## src/rtl/arb_pkg.sv

```systemverilog
// Shared types and constants for the two-channel burst arbiter.
package arb_pkg;
  typedef enum logic {FREE = 1'b0, OWN = 1'b1} arb_state_e;
  localparam int unsigned BURST_DEF = 4;
  localparam int CNT_W = 4;
endpackage

```

## src/rtl/mux2_8.sv

```systemverilog
// 8-bit two-input data select.
module mux2_8 (
  input  logic [7:0] d0,
  input  logic [7:0] d1,
  input  logic       s,
  output logic [7:0] y
);
  assign y = s ? d1 : d0;
endmodule

```

## src/rtl/arb2_8.sv

```systemverilog
// Two-channel round-robin arbiter with burst ownership feeding a single
// registered output stage (load = ~yv | yr).
module arb2_8
  import arb_pkg::*;
#(
  parameter int unsigned BURST = BURST_DEF
) (
  input  logic       clk,
  input  logic       reset,
  input  logic [7:0] d0,
  input  logic       v0,
  output logic       r0,
  input  logic [7:0] d1,
  input  logic       v1,
  output logic       r1,
  output logic [7:0] y,
  output logic       yv,
  input  logic       yr,
  output logic       sel
);
  localparam logic [CNT_W-1:0] BURST_C = CNT_W'(BURST);

  arb_state_e       r_state;
  logic             r_owner;
  logic [CNT_W-1:0] r_cnt;
  logic             r_last;
  logic             r_sel_prev;
  logic [7:0]       r_y;
  logic             r_yv;

  logic             w_load;
  logic             w_hold_own;
  logic             w_sel;
  logic             w_gnt;
  logic             w_xfer;
  logic [CNT_W-1:0] w_cnt_nxt;
  logic [7:0]       w_mux;

  mux2_8 u_mux (
    .d0 (d0),
    .d1 (d1),
    .s  (w_sel),
    .y  (w_mux)
  );

  always_comb begin
    w_load     = ~r_yv | yr;
    w_hold_own = (r_state == OWN) && (r_owner ? v1 : v0);
    w_sel      = r_sel_prev;
    w_gnt      = 1'b0;
    // An owner whose valid drops falls through to free arbitration this cycle.
    if (w_hold_own) begin
      w_sel = r_owner;
      w_gnt = 1'b1;
    end else if (v0 && v1) begin
      w_sel = ~r_last;
      w_gnt = 1'b1;
    end else if (v0) begin
      w_sel = 1'b0;
      w_gnt = 1'b1;
    end else if (v1) begin
      w_sel = 1'b1;
      w_gnt = 1'b1;
    end
    r0        = w_load & ~reset & w_gnt & ~w_sel;
    r1        = w_load & ~reset & w_gnt &  w_sel;
    w_xfer    = r0 | r1;
    w_cnt_nxt = w_hold_own ? r_cnt + CNT_W'(1) : CNT_W'(1);
  end

  always_ff @(posedge clk) begin
    if (reset) begin
      r_state    <= FREE;
      r_owner    <= 1'b0;
      r_cnt      <= '0;
      r_last     <= 1'b1;
      r_sel_prev <= 1'b0;
      r_y        <= 8'h00;
      r_yv       <= 1'b0;
    end else if (w_load) begin
      r_sel_prev <= w_sel;
      if (r_state == OWN && !w_hold_own) begin
        r_state <= FREE;
        r_cnt   <= '0;
        r_last  <= r_owner;
      end
      if (w_xfer) begin
        r_y  <= w_mux;
        r_yv <= 1'b1;
        if (w_cnt_nxt == BURST_C) begin
          r_state <= FREE;
          r_cnt   <= '0;
          r_last  <= w_sel;
        end else begin
          r_state <= OWN;
          r_owner <= w_sel;
          r_cnt   <= w_cnt_nxt;
        end
      end else begin
        r_yv <= 1'b0;
      end
    end
  end

  assign y   = r_y;
  assign yv  = r_yv;
  assign sel = w_sel;
endmodule

```

## config.mk

```make
export PLATFORM = sky130hd
export DESIGN_NAME = arb2_8
export DESIGN_NICKNAME = d
export VERILOG_FILES = /design/src/rtl/arb_pkg.sv /design/src/rtl/mux2_8.sv /design/src/rtl/arb2_8.sv
export SDC_FILE = /design/constraint.sdc
export NUM_CORES = 1
export LEC_CHECK = 0
export CORE_MARGIN = 2
export CORE_UTILIZATION = 40
export CTS_CLUSTER_DIAMETER = 40
export DETAILED_ROUTE_END_ITERATION = 6
export PLACE_DENSITY = 0.8
export RECOVER_POWER = 25
export SLEW_MARGIN = 20
export SYNTH_ARGS = -nofsm -noshare
export SYNTH_HDL_FRONTEND = slang
export SYNTH_SLANG_ARGS = --single-unit
```

## constraint.sdc

```tcl
create_clock -name clk -period 2.47 [get_ports clk]
set_input_delay 0.741 -clock clk [delete_from_list [all_inputs] [get_ports clk]]
set_output_delay 0.741 -clock clk [all_outputs]
set_load 0.005 [all_outputs]
```

==> results.md <==
* Drc violations at 0
* I/O pins at 33
* Ys flop type: dfxtp_1
* Rows at 17
* Crit share post-route at 0.9697
* Worst R2R End: r_last
* Syn_area_per_cell at between 9 and 10 µm²
* Global-route wire length before repair at 4.146 mm
* EDFF count, synth at 0
* Critical path's slowest cell: o32ai_4
* CP Capture Type: output pin
* Vias at between 900 and 1000
* GRT Max-Usage Layer: met2
* Clk pin slew, worst setup/hold paths at 90 ps
* DR WL/cell at 13.55 µm
* Post-Syn Instances at 104
* Max Clk Rate at 0.4175 GHz
* Fin crit period at ~2400 ps
* Layout cells sized above 1 at 0.2697
* DRT iter0 DRCs at 9
* Fin area at around 0.0014 mm²
* CTS Hold Bufs at 0
* Gr usage total at 0.1992
* DP HPWL at ~1.9 mm
* Slew Viols, Final at 0
* Max incr delay on CP at around 300 ps
* Final Hold Fails at 0
* Setup CP Type: primary input to output pin
* Synth warnings at 0
* Vias in the first global route at just under 1000
* Routability cong. at slightly below 0.8
* Worst Hold End: y[2]
* Layout fillers at 193
* VDD IR-drop max at ~0.43 mV
* Synthesized Nets at roughly 130
* FF-to-FF path depth at 5
* Grt met1 use at 0.2274
* TritonRoute pass-1 iters at 4
* CTS max path bufs at 2
* Design Power at about 660 µW
* Largest net degree at the start of global routing at 20
* Die X at between 50 and 60 µm
* Status: finished clean
* Asr flop ratio synth at 0
* Full die area at 0.002770 mm²
* Met2 Usage GRT at 0.3583
* Root Driver: clkbuf_4
* IO buf count at 32
* Initial Util at 0.4235
* Final core utilization at 0.6398
* Slew @ Worst Pin at between 300 and 400 ps
* DIE HEIGHT at approximately 53 µm
* Main area contributors after synthesis: dfxtp_1 (36%), mux2i_1 (9.5%), a211oi_1 (4.8%)
* Inserted Clock Buffers at 3
* Routed wire length at ~2.4 mm
* Post-synthesis sequential area ratio at 0.3598
* Ant diodes at 0
* Count of cell types in the netlist at 39
* Crit path max fanout at 3
* R2R setup slack at roughly 630 ps
* Global route overflow at 0
* RSZ-0062 raised after global routing: false
* ANT nets after route at 0
* Setup-failing EPs final at 0
* Final Skew at approximately 2.7 ps
* TritonCTS clock tree: yes
* CP cell instances: buf_4 -> inv_2 -> o32ai_4 -> buf_4 -> and2_4 -> clkdlybuf4s15_1
* PD cells at 462.4 mW/mm²
* WP data required at about 1700 ps
* Placed instance area at 0.001341 mm²
* M3 GR Usage at 0.06571
* Slew margin rel. at 0.7681
* Initial antenna violation count at 0
* Hold Crit Class: register to register
* Worst Hold Depth at 2
* Number of H-tree levels at 1
* Clk_lat worst skew at between 200 and 300 ps
* Post-synthesis register bit count at 17
* Core Region at between 0.002 and 0.0025 mm²
* P&R area growth vs syn at 51.06%
* Worst EP arrival at 1650 ps
* Worst hold path startpoint: y[2]
* Static Leak at between 0.5 and 0.6 nW
* Cell area after synthesis at approximately 950 µm²
* Crit Reg-Reg Startpoint: r_cnt[0]
* Post-synth top area share at 0.3598
* Synth area leader: dfxtp_1
* MaxCap Viol Count at 0
* Net count, final at 175
* Via-to-Cell Ratio at 5.383
* CTS sink cnt at 17
* Crit start category: primary input
* Most common cell type on the critical path: buf_4
-- stage by stage --
stage	setup slack [ps]	TNS, ps	hold WS (ps)	instances
5_1_grt	24.22	0	536.0	180
6_report	74.96	0	500.0	180
4_1_cts	3.785	0	508.7	180
3_5_place_dp	-613.5	-1915	494.8	168
3_3_place_gp	-613.2	-1857	490.2	168
2_1_floorplan	163.2	0	473.7	104
-- final cells by class --
class / count / area [µm²] / share of cell area
multi-input cells: 77 / 563.0 / 0.3940
repair buffers: 51 / 451.7 / 0.3161
flip-flops and latches: 17 / 341.6 / 0.2391
well taps: 28 / 35.03 / 0.02452
clock buffers: 4 / 26.28 / 0.01839
inverters: 3 / 11.26 / 0.007881
-- registers in the layout (all words and copies together), names as in the netlist --
| register | cells |
|---|---|
| y | 8 |
| r_cnt | 4 |
| r_last | 1 |
| r_owner | 1 |
| r_sel_prev | 1 |
| r_state | 1 |
| yv | 1 |
-- synth_stat cells (2+ instances only) --
master	count
buf_2	2
nand3_1	3
a21oi_1	6
nand2_1	3
clkbuf_1	3
mux2i_1	9
nand2b_1	2
a211oi_2	3
dfxtp_1	17
inv_1	3
a211oi_1	6
nor2b_1	5
o21ai_0	5
nor2_1	12
-- layer usage --
| metal | wire [µm] | share of wire |
|---|---|---|
| met5 | 0 | 0 |
| met4 | 32 | 0.013 |
| met3 | 96 | 0.039 |
| met2 | 1284 | 0.53 |
| met1 | 1026 | 0.42 |
-- cells by family (layout without fill, tap and decap cells) --
group	Yosys count	count (layout)	share of synthesized area
buffers and inverters	10	58	0.06216
adders and majority gates	1	1	0.01323
xor gates and xnor gates	1	1	0.009261
muxes	10	10	0.1071
AOI/OAI and AO/OA	30	30	0.2474
DFF	17	17	0.3598
and+or+nand+nor	35	35	0.2011
-- critical path: cells and delay by family --
| family | cells | cell delay (ps) |
|---|---|---|
| buffers and inverters | 4 | 500 |
| AO/OA/AOI/OAI | 1 | 300 |
| AND/OR/NAND/NOR | 1 | 120 |
-- timing repair --
action / in CTS / in global routing
gates resized for setup: 22 / 4
gates cloned: 0 / 0
setup endpoints to repair: 3 / 2
setup buffers: 8 / 0
endpoints found under the hold margin: 0 / 0
pin swaps: 2 / 2
-- worst max path at each step --
stage	slack, ps	end	cells after the start	startpoint
3_3_place_gp	-610	r1	5	v0
3_5_place_dp	-610	r1	5	v0
2_1_floorplan	160	r1	4	v0
5_1_grt	20	r0	6	v0
6_report	70	r0	6	v0
4_1_cts	4	r0	6	yr
-- layout by cell type, fill, tap and decap left out, drive strengths merged, types with 5 or more instances in the layout --
cell type	synthesis	final
nor2b	5	5
nor2	13	13
clkbuf	3	5
clkdlybuf4s50	0	22
a211oi	9	9
a21oi	6	6
dfxtp	17	17
buf	4	21
mux2i	9	9
o21ai	6	6
-- power breakdown --
part | internal [mW] | leakage (nW) | switching (mW)
clock network | 0.0628 | 0.0150 | 0.0870
registers | 0.295 | 0.141 | 0.0152
logic | 0.119 | 0.435 | 0.0818
total | 0.477 | 0.591 | 0.184
Power figures use the tool's default switching activity.
